$ cat config.mk
export PLATFORM = sky130hd
export DESIGN_NAME = midi_cmd_master_flat
export DESIGN_NICKNAME = d
export VERILOG_FILES = /design/src/rtl/midi_cmd_master_pkg.sv /design/src/rtl/midi_cmd_master_if.sv /design/src/rtl/midi_cmd_master_fifo.sv /design/src/rtl/midi_cmd_master.sv /design/src/flat_wrapper.sv
export SDC_FILE = /design/constraint.sdc
export NUM_CORES = 1
export LEC_CHECK = 0
export ABC_AREA = 1
export CAP_MARGIN = 20
export CELL_PAD_IN_SITES_DETAIL_PLACEMENT = 0
export CELL_PAD_IN_SITES_GLOBAL_PLACEMENT = 1
export CORE_ASPECT_RATIO = 1.25
export CORE_MARGIN = 1
export CORE_UTILIZATION = 45
export DETAILED_ROUTE_END_ITERATION = 16
export MAX_ROUTING_LAYER = met4
export PLACE_DENSITY_LB_ADDON = 0.1
export SYNTH_ARGS = -nofsm -noshare
export SYNTH_HDL_FRONTEND = slang
export SYNTH_SLANG_ARGS = --single-unit
$ cat constraint.sdc
create_clock -name clk -period 3.3 [get_ports clk]
set_clock_uncertainty 0.15 [all_clocks]
set_input_delay 0.825 -clock clk [delete_from_list [all_inputs] [get_ports clk]]
set_output_delay 0.825 -clock clk [all_outputs]
set_load 0.01 [all_outputs]
$ cat src/rtl/midi_cmd_master_pkg.sv
// Shared MIDI constants, synth command encodings and parser state type for midi_cmd_master.
// Data-byte handling after a complete message depends on MIDI_RUNNING_STATUS_EN, which is used in the top-level module.
package midi_pkg;

    localparam logic [3:0] ST_NOTE_OFF = 4'h8;
    localparam logic [3:0] ST_NOTE_ON  = 4'h9;
    localparam logic [3:0] ST_CC       = 4'hB;
    localparam logic [3:0] ST_PROG     = 4'hC;

    localparam logic [6:0] CC_ALL_SOUND_OFF = 7'd120;
    localparam logic [6:0] CC_ALL_NOTES_OFF = 7'd123;

    localparam logic [15:0] CMD_STOP_ALL    = 16'h7F00;
    localparam logic [15:0] CMD_WAVE_TOGGLE = 16'h8000;

    typedef enum logic [1:0] {
        PS_IDLE,
        PS_SKIP,
        PS_D1,
        PS_D2
    } parse_state_t;

    // Bit 7 of the command is unused padding so the velocity sits in the low byte.
    function automatic logic [15:0] build_note_cmd(input logic on, input logic [6:0] note,
                                                   input logic [6:0] vel);
        return {on, note, 1'b0, vel};
    endfunction

endpackage

$ cat src/rtl/midi_cmd_master_if.sv
// Byte-stream input handshake plus Avalon-MM write-master bus of midi_cmd_master.
interface midi_cmd_master_if;

    logic [7:0]  i_byte;
    logic        i_byte_valid;
    logic        o_byte_ready;
    logic [3:0]  avm_m0_address;
    logic        avm_m0_write;
    logic [31:0] avm_m0_writedata;
    logic        avm_m0_waitrequest;

    modport master (
        input  i_byte, i_byte_valid, avm_m0_waitrequest,
        output o_byte_ready, avm_m0_address, avm_m0_write, avm_m0_writedata
    );

    modport slave (
        output i_byte, i_byte_valid, avm_m0_waitrequest,
        input  o_byte_ready, avm_m0_address, avm_m0_write, avm_m0_writedata
    );

endinterface

$ cat src/rtl/midi_cmd_master_fifo.sv
// midi_cmd_fifo: synchronous 16-bit command FIFO with extra-MSB wrap pointers.
module midi_cmd_fifo #(
    parameter int DEPTH = 8
) (
    input  logic        clk,
    input  logic        reset,
    input  logic        push,
    input  logic [15:0] push_data,
    input  logic        pop,
    output logic [15:0] head,
    output logic        full,
    output logic        empty
);

    localparam int AW = $clog2(DEPTH);

    logic [AW:0] wr_ptr;
    logic [AW:0] rd_ptr;
    logic [15:0] mem [DEPTH];

    assign empty = (wr_ptr == rd_ptr);
    assign full  = (wr_ptr[AW] != rd_ptr[AW]) && (wr_ptr[AW-1:0] == rd_ptr[AW-1:0]);
    assign head  = mem[rd_ptr[AW-1:0]];

    always_ff @(posedge clk) begin
        if (reset) begin
            wr_ptr <= '0;
            rd_ptr <= '0;
        end else begin
            if (push && !full) begin
                wr_ptr <= wr_ptr + (AW+1)'(1);
            end
            if (pop && !empty) begin
                rd_ptr <= rd_ptr + (AW+1)'(1);
            end
        end
    end

    always_ff @(posedge clk) begin
        if (push && !full) begin
            mem[wr_ptr[AW-1:0]] <= push_data;
        end
    end

endmodule

$ cat src/rtl/midi_cmd_master.sv
// midi_cmd_master: MIDI byte parser feeding a command FIFO drained by an Avalon-MM write master.
// Define MIDI_RUNNING_STATUS_EN to keep the status latched after each complete message.
module midi_cmd_master
    import midi_pkg::*;
#(
    parameter int CHANNEL    = 0,
    parameter int FIFO_DEPTH = 8,
    parameter int WR_ADDR    = 0
) (
    input  logic              clk,
    input  logic              reset,
    midi_cmd_master_if.master bus,
    output logic              o_fifo_full,
    output logic [7:0]        o_dropped_count
);

`ifdef MIDI_RUNNING_STATUS_EN
    localparam parse_state_t MSG_DONE = PS_D1;
`else
    localparam parse_state_t MSG_DONE = PS_IDLE;
`endif

    parse_state_t state;
    logic [3:0]   status_kind;
    logic [6:0]   d1;

    logic         byte_accept;
    logic [3:0]   hi_nib;
    logic         is_realtime;
    logic         accept_status;
    logic         note_on;
    logic         push;
    logic         drop;
    logic [15:0]  push_cmd;
    logic         fifo_empty;
    logic         fifo_pop;
    logic [15:0]  fifo_head;

    assign hi_nib        = bus.i_byte[7:4];
    assign byte_accept   = bus.i_byte_valid && bus.o_byte_ready;
    assign is_realtime   = (bus.i_byte[7:3] == 5'b11111);
    assign accept_status = (bus.i_byte[3:0] == 4'(CHANNEL)) &&
                           (hi_nib == ST_NOTE_OFF || hi_nib == ST_NOTE_ON ||
                            hi_nib == ST_CC || hi_nib == ST_PROG);
    assign note_on       = (status_kind == ST_NOTE_ON) && (bus.i_byte[6:0] != 7'd0);

    // The command is decoded from the incoming byte so it lands in the FIFO on its accept edge.
    always_comb begin
        push     = 1'b0;
        drop     = 1'b0;
        push_cmd = '0;
        if (byte_accept && !bus.i_byte[7]) begin
            if (state == PS_D1 && status_kind == ST_PROG) begin
                push     = 1'b1;
                push_cmd = CMD_WAVE_TOGGLE;
            end else if (state == PS_D2) begin
                case (status_kind)
                    ST_NOTE_ON, ST_NOTE_OFF: begin
                        if ((note_on && d1 == 7'd0) || (!note_on && d1 == 7'd127)) begin
                            drop = 1'b1;
                        end else begin
                            push     = 1'b1;
                            push_cmd = build_note_cmd(note_on, d1, bus.i_byte[6:0]);
                        end
                    end
                    ST_CC: begin
                        if (d1 == CC_ALL_SOUND_OFF || d1 == CC_ALL_NOTES_OFF) begin
                            push     = 1'b1;
                            push_cmd = CMD_STOP_ALL;
                        end
                    end
                    default: ;
                endcase
            end
        end
    end

    always_ff @(posedge clk) begin
        if (reset) begin
            state           <= PS_IDLE;
            status_kind     <= '0;
            d1              <= '0;
            o_dropped_count <= '0;
        end else begin
            if (drop && o_dropped_count != 8'hFF) begin
                o_dropped_count <= o_dropped_count + 8'd1;
            end
            if (byte_accept) begin
                if (bus.i_byte[7]) begin
                    if (is_realtime) begin
                        state <= state;
                    end else if (accept_status) begin
                        status_kind <= hi_nib;
                        state       <= PS_D1;
                    end else begin
                        status_kind <= '0;
                        state       <= PS_SKIP;
                    end
                end else begin
                    case (state)
                        PS_D1: begin
                            if (status_kind == ST_PROG) begin
                                state <= MSG_DONE;
                            end else begin
                                d1    <= bus.i_byte[6:0];
                                state <= PS_D2;
                            end
                        end
                        PS_D2:   state <= MSG_DONE;
                        default: state <= state;
                    endcase
                end
            end
        end
    end

    midi_cmd_fifo #(
        .DEPTH(FIFO_DEPTH)
    ) u_fifo (
        .clk      (clk),
        .reset    (reset),
        .push     (push),
        .push_data(push_cmd),
        .pop      (fifo_pop),
        .head     (fifo_head),
        .full     (o_fifo_full),
        .empty    (fifo_empty)
    );

    assign fifo_pop             = bus.avm_m0_write && !bus.avm_m0_waitrequest;
    assign bus.o_byte_ready     = !o_fifo_full;
    assign bus.avm_m0_address   = 4'(WR_ADDR);
    assign bus.avm_m0_write     = !fifo_empty;
    assign bus.avm_m0_writedata = {16'h0, fifo_empty ? 16'h0 : fifo_head};

endmodule

$ cat src/flat_wrapper.sv
// flat-port wrapper written by rule: the top's interface ports become plain ports
module midi_cmd_master_flat import midi_pkg::*;
#(
    parameter int CHANNEL    = 0,
    parameter int FIFO_DEPTH = 8,
    parameter int WR_ADDR    = 0
)
  (clk, reset, o_fifo_full, o_dropped_count, bus_i_byte, bus_i_byte_valid, bus_avm_m0_waitrequest, bus_o_byte_ready, bus_avm_m0_address, bus_avm_m0_write, bus_avm_m0_writedata);
  midi_cmd_master_if bus_i ();
  input  logic clk;
  input  logic reset;
  output logic o_fifo_full;
  output logic [7:0] o_dropped_count;
  input wire logic [$bits(bus_i.i_byte)-1:0] bus_i_byte;
  input wire logic [$bits(bus_i.i_byte_valid)-1:0] bus_i_byte_valid;
  input wire logic [$bits(bus_i.avm_m0_waitrequest)-1:0] bus_avm_m0_waitrequest;
  output wire logic [$bits(bus_i.o_byte_ready)-1:0] bus_o_byte_ready;
  output wire logic [$bits(bus_i.avm_m0_address)-1:0] bus_avm_m0_address;
  output wire logic [$bits(bus_i.avm_m0_write)-1:0] bus_avm_m0_write;
  output wire logic [$bits(bus_i.avm_m0_writedata)-1:0] bus_avm_m0_writedata;
  assign bus_i.i_byte = bus_i_byte;
  assign bus_i.i_byte_valid = bus_i_byte_valid;
  assign bus_i.avm_m0_waitrequest = bus_avm_m0_waitrequest;
  assign bus_o_byte_ready = bus_i.o_byte_ready;
  assign bus_avm_m0_address = bus_i.avm_m0_address;
  assign bus_avm_m0_write = bus_i.avm_m0_write;
  assign bus_avm_m0_writedata = bus_i.avm_m0_writedata;
  midi_cmd_master #(.CHANNEL(CHANNEL), .FIFO_DEPTH(FIFO_DEPTH), .WR_ADDR(WR_ADDR)) u_core (.clk(clk), .reset(reset), .bus(bus_i), .o_fifo_full(o_fifo_full), .o_dropped_count(o_dropped_count));
endmodule
==> reports/metrics.yaml <==
drc: 4
criticalPathCategory: "register to output pin"
power.density_mw_per_mm2: 532
synthDistinctLibCells: 38
gp_congestion: 0.822
firstDrtPassIters: 11
hpwlAfterDp_mm: 10.3
layout_setup_ws_ns: 0.0980
ios: 59
cap_violations: 0
initialDrtViolationCount: 321
routed_wl_mm: 15.2
hold_depth: 2
hp-class: "register to register"
peakVddDrop_uv: 322
synthTopCellsByArea: "edfxtp_1 53%, dfxtp_1 9.5%, nor2_1 6.9%, o21ai_0 6.3%, nand2_1 2.9%"
io_buffers: 37
hold_violations: 0
setup_viol: 0
antenna_found_initial: 0
cp_max_fo: 20
grt_max_degree: 51
holdWs_ns: 0.336
grt_overflow: 0
synth_cells: 651
wire_per_inst_um: 16.7
grt_use_total_pct: 21.0
fillers: 1203
dieWidth_um: 112
detail_route.vias_per_cell: 5.26
h-tree-depth: 4
fin_crit_sh_pct: 97.0
numCtsBuffers: 17
cp-start-kind: "register"
max_freq_mhz: 312
dp_slack_ns: 0.0766
grt_pass1_vias: 4778
diodes: 0
drv_slew: 0
clk_latency_ns: 0.42
synth_edf_count: 120
yosysWarnings: 0
num_rows: 49
tightest_slew_ns: 0.659
ant_nets: 0
p_leak_uw: 0.00319
cts_tree: "built"
fin_crit_ns: 3.20
relSlewSlack_pct: 56.0
root_buffer: "clkbuf_16"
cts.clk_slew.worst_paths_ns: 0.06
syn_area_mm2: 0.00676
reg2reg_to: "u_core.u_fifo.mem[2][4]"
core_mm2: 0.0145
regToRegStartpoint: "u_core.u_fifo.wr_ptr[3]"
synth_top_area_cell: "edfxtp_1"
outcome: "finished, violations left"
synth_ff_type: "edfxtp_1"
final_nets: 738
clock_sinks: 152
drive_gt1_share_pct: 17.3
rrSetupSlack_ns: 0.95
avgSynthCellArea_um2: 10.4
start_util_pct: 46.5
synth.most_common_cell: "nor2_1"
hp-start: "u_core.d1[6]"
r2r_cells: 11
synth_top_area_share_pct: 53.3
synth_seq_cells: 152
die_area_mm2: 0.0155
syn_to_final_growth_pct: 22.6
violations: "design-rule violations"
fin_util_pct: 57.0
grt_setup_unrepaired: "false"
required_ns: 2.32
arrival_ns: 2.23
clockBufferDepth: 2
synth_top_cells_by_count: "124 x nor2_1, 120 x edfxtp_1, 85 x o21ai_0, 53 x nand2_1, 43 x inv_1"
grt_pass1_wl_mm: 24.1
end_kind: "output pin"
yosysSeqAreaShare_pct: 62.8
die_h_um: 139
ys_async_sr_fraction_pct: 0
holdPathEnd: "u_core.d1[6]"
vias: 4803
## how the worst max path moves through the flow
stage | cells past startpoint | to | slack (ns)
final | 4 | bus_avm_m0_writedata[1] | 0.1
after global routing | 9 | bus_avm_m0_writedata[1] | 0.004
after CTS | 9 | bus_avm_m0_writedata[0] | -0.01
after detailed placement | 13 | u_core.u_fifo.mem[2][1] | 0.08
after global placement | 13 | u_core.u_fifo.mem[2][1] | 0.10
after floorplan | 11 | u_core.u_fifo.mem[6][0] | 0.42
## critical path, stage by stage (launching register included)
cell	delay (ns)
dfxtp_1	0.36
clkinvlp_4	0.40
buf_4	0.31
a31oi_1	0.16
clkdlybuf4s50_1	0.57
## sequential cells by signal (all words and copies together) (netlist names), named ones only
name,cells
u_core.u_fifo.rd_ptr,4
u_core.o_dropped_count,8
u_core.u_fifo.wr_ptr,4
u_core.u_fifo.mem,120
u_core.d1,7
u_core.state,2
u_core.status_kind,4
## through the flow
stage / instance area (um2) / total power [uW] / instances / TNS [ns]
after global placement: 7520 / 2540 / 876 / 0
after detailed placement: 7520 / 2550 / 876 / 0
after CTS: 8140 / 4400 / 911 / -0.0249
after floorplan: 6830 / 2380 / 671 / 0
final: 8290 / 4410 / 913 / 0
after global routing: 8290 / 4570 / 913 / 0
## area by class of cell
cell class | count | area [um2] | share of cell area (%)
flip-flops and latches | 152 | 4260 | 51.4
multi-input cells | 419 | 2150 | 25.9
repair buffers | 82 | 888 | 10.7
clock buffers | 18 | 429 | 5.18
well taps | 178 | 223 | 2.69
inverters | 50 | 204 | 2.46
clock inverters | 13 | 130 | 1.57
repair inverters | 1 | 7.51 | 0.0906
## placed cells by master, fill, tap and decap left out, types with 3 or more instances in the layout
cell type	instances
buf_12	8
clkdlybuf4s50_1	23
a21oi_1	30
nand3_1	20
nor2_1	123
a31oi_1	15
nand2_2	3
inv_6	3
nand2_1	53
o21ai_1	5
clkbuf_16	18
inv_4	3
o21ai_0	79
buf_8	3
nor3_1	7
nor2_4	3
nand4_1	8
edfxtp_1	120
clkinvlp_4	6
dfxtp_2	7
clkinv_2	3
o22ai_1	13
inv_2	5
nor2_2	3
o21ai_2	8
inv_1	40
dfxtp_1	24
buf_4	31
conb_1	21
dlymetal6s2s_1	13
ha_1	3
nor3_2	6
nand3_4	3
## kinds of logic after synthesis
kind of cell / Yosys count / synth area share (%)
AND/OR/NAND/NOR: 236 / 16.6
AO/OA/AOI/OAI: 155 / 12.3
flip-flops: 152 / 62.8
buffers and inverters: 100 / 7.24
XOR/XNOR: 4 / 0.519
adder cells (fa/ha/maj): 3 / 0.556
other: 1 / 0.0555
## where the power goes
part	switching (uW)	internal [uW]	total (uW)
sequential	16.6	2050	2070
combinational	299	211	510
clock	734	1100	1840
total	1050	3360	4410
## routing by layer
layer	GRT usage, %	vias up	routed length [um]
li1	-	2378	-
met1	24.0	2253	6430
met2	37.2	150	7950
met3	3.89	22	679
met4	6.26	0	181
met5	-	-	0
## timing repair
item | CTS | global route
pin swaps | 3 | 1
endpoints found under the setup margin | 16 | 16
gates cloned | 1 | 1
gates resized for setup | 14 | 39
setup buffers | 3 | 1
hold buffers | 0 | 0
Note: power is estimated with default switching activity, not from simulation.
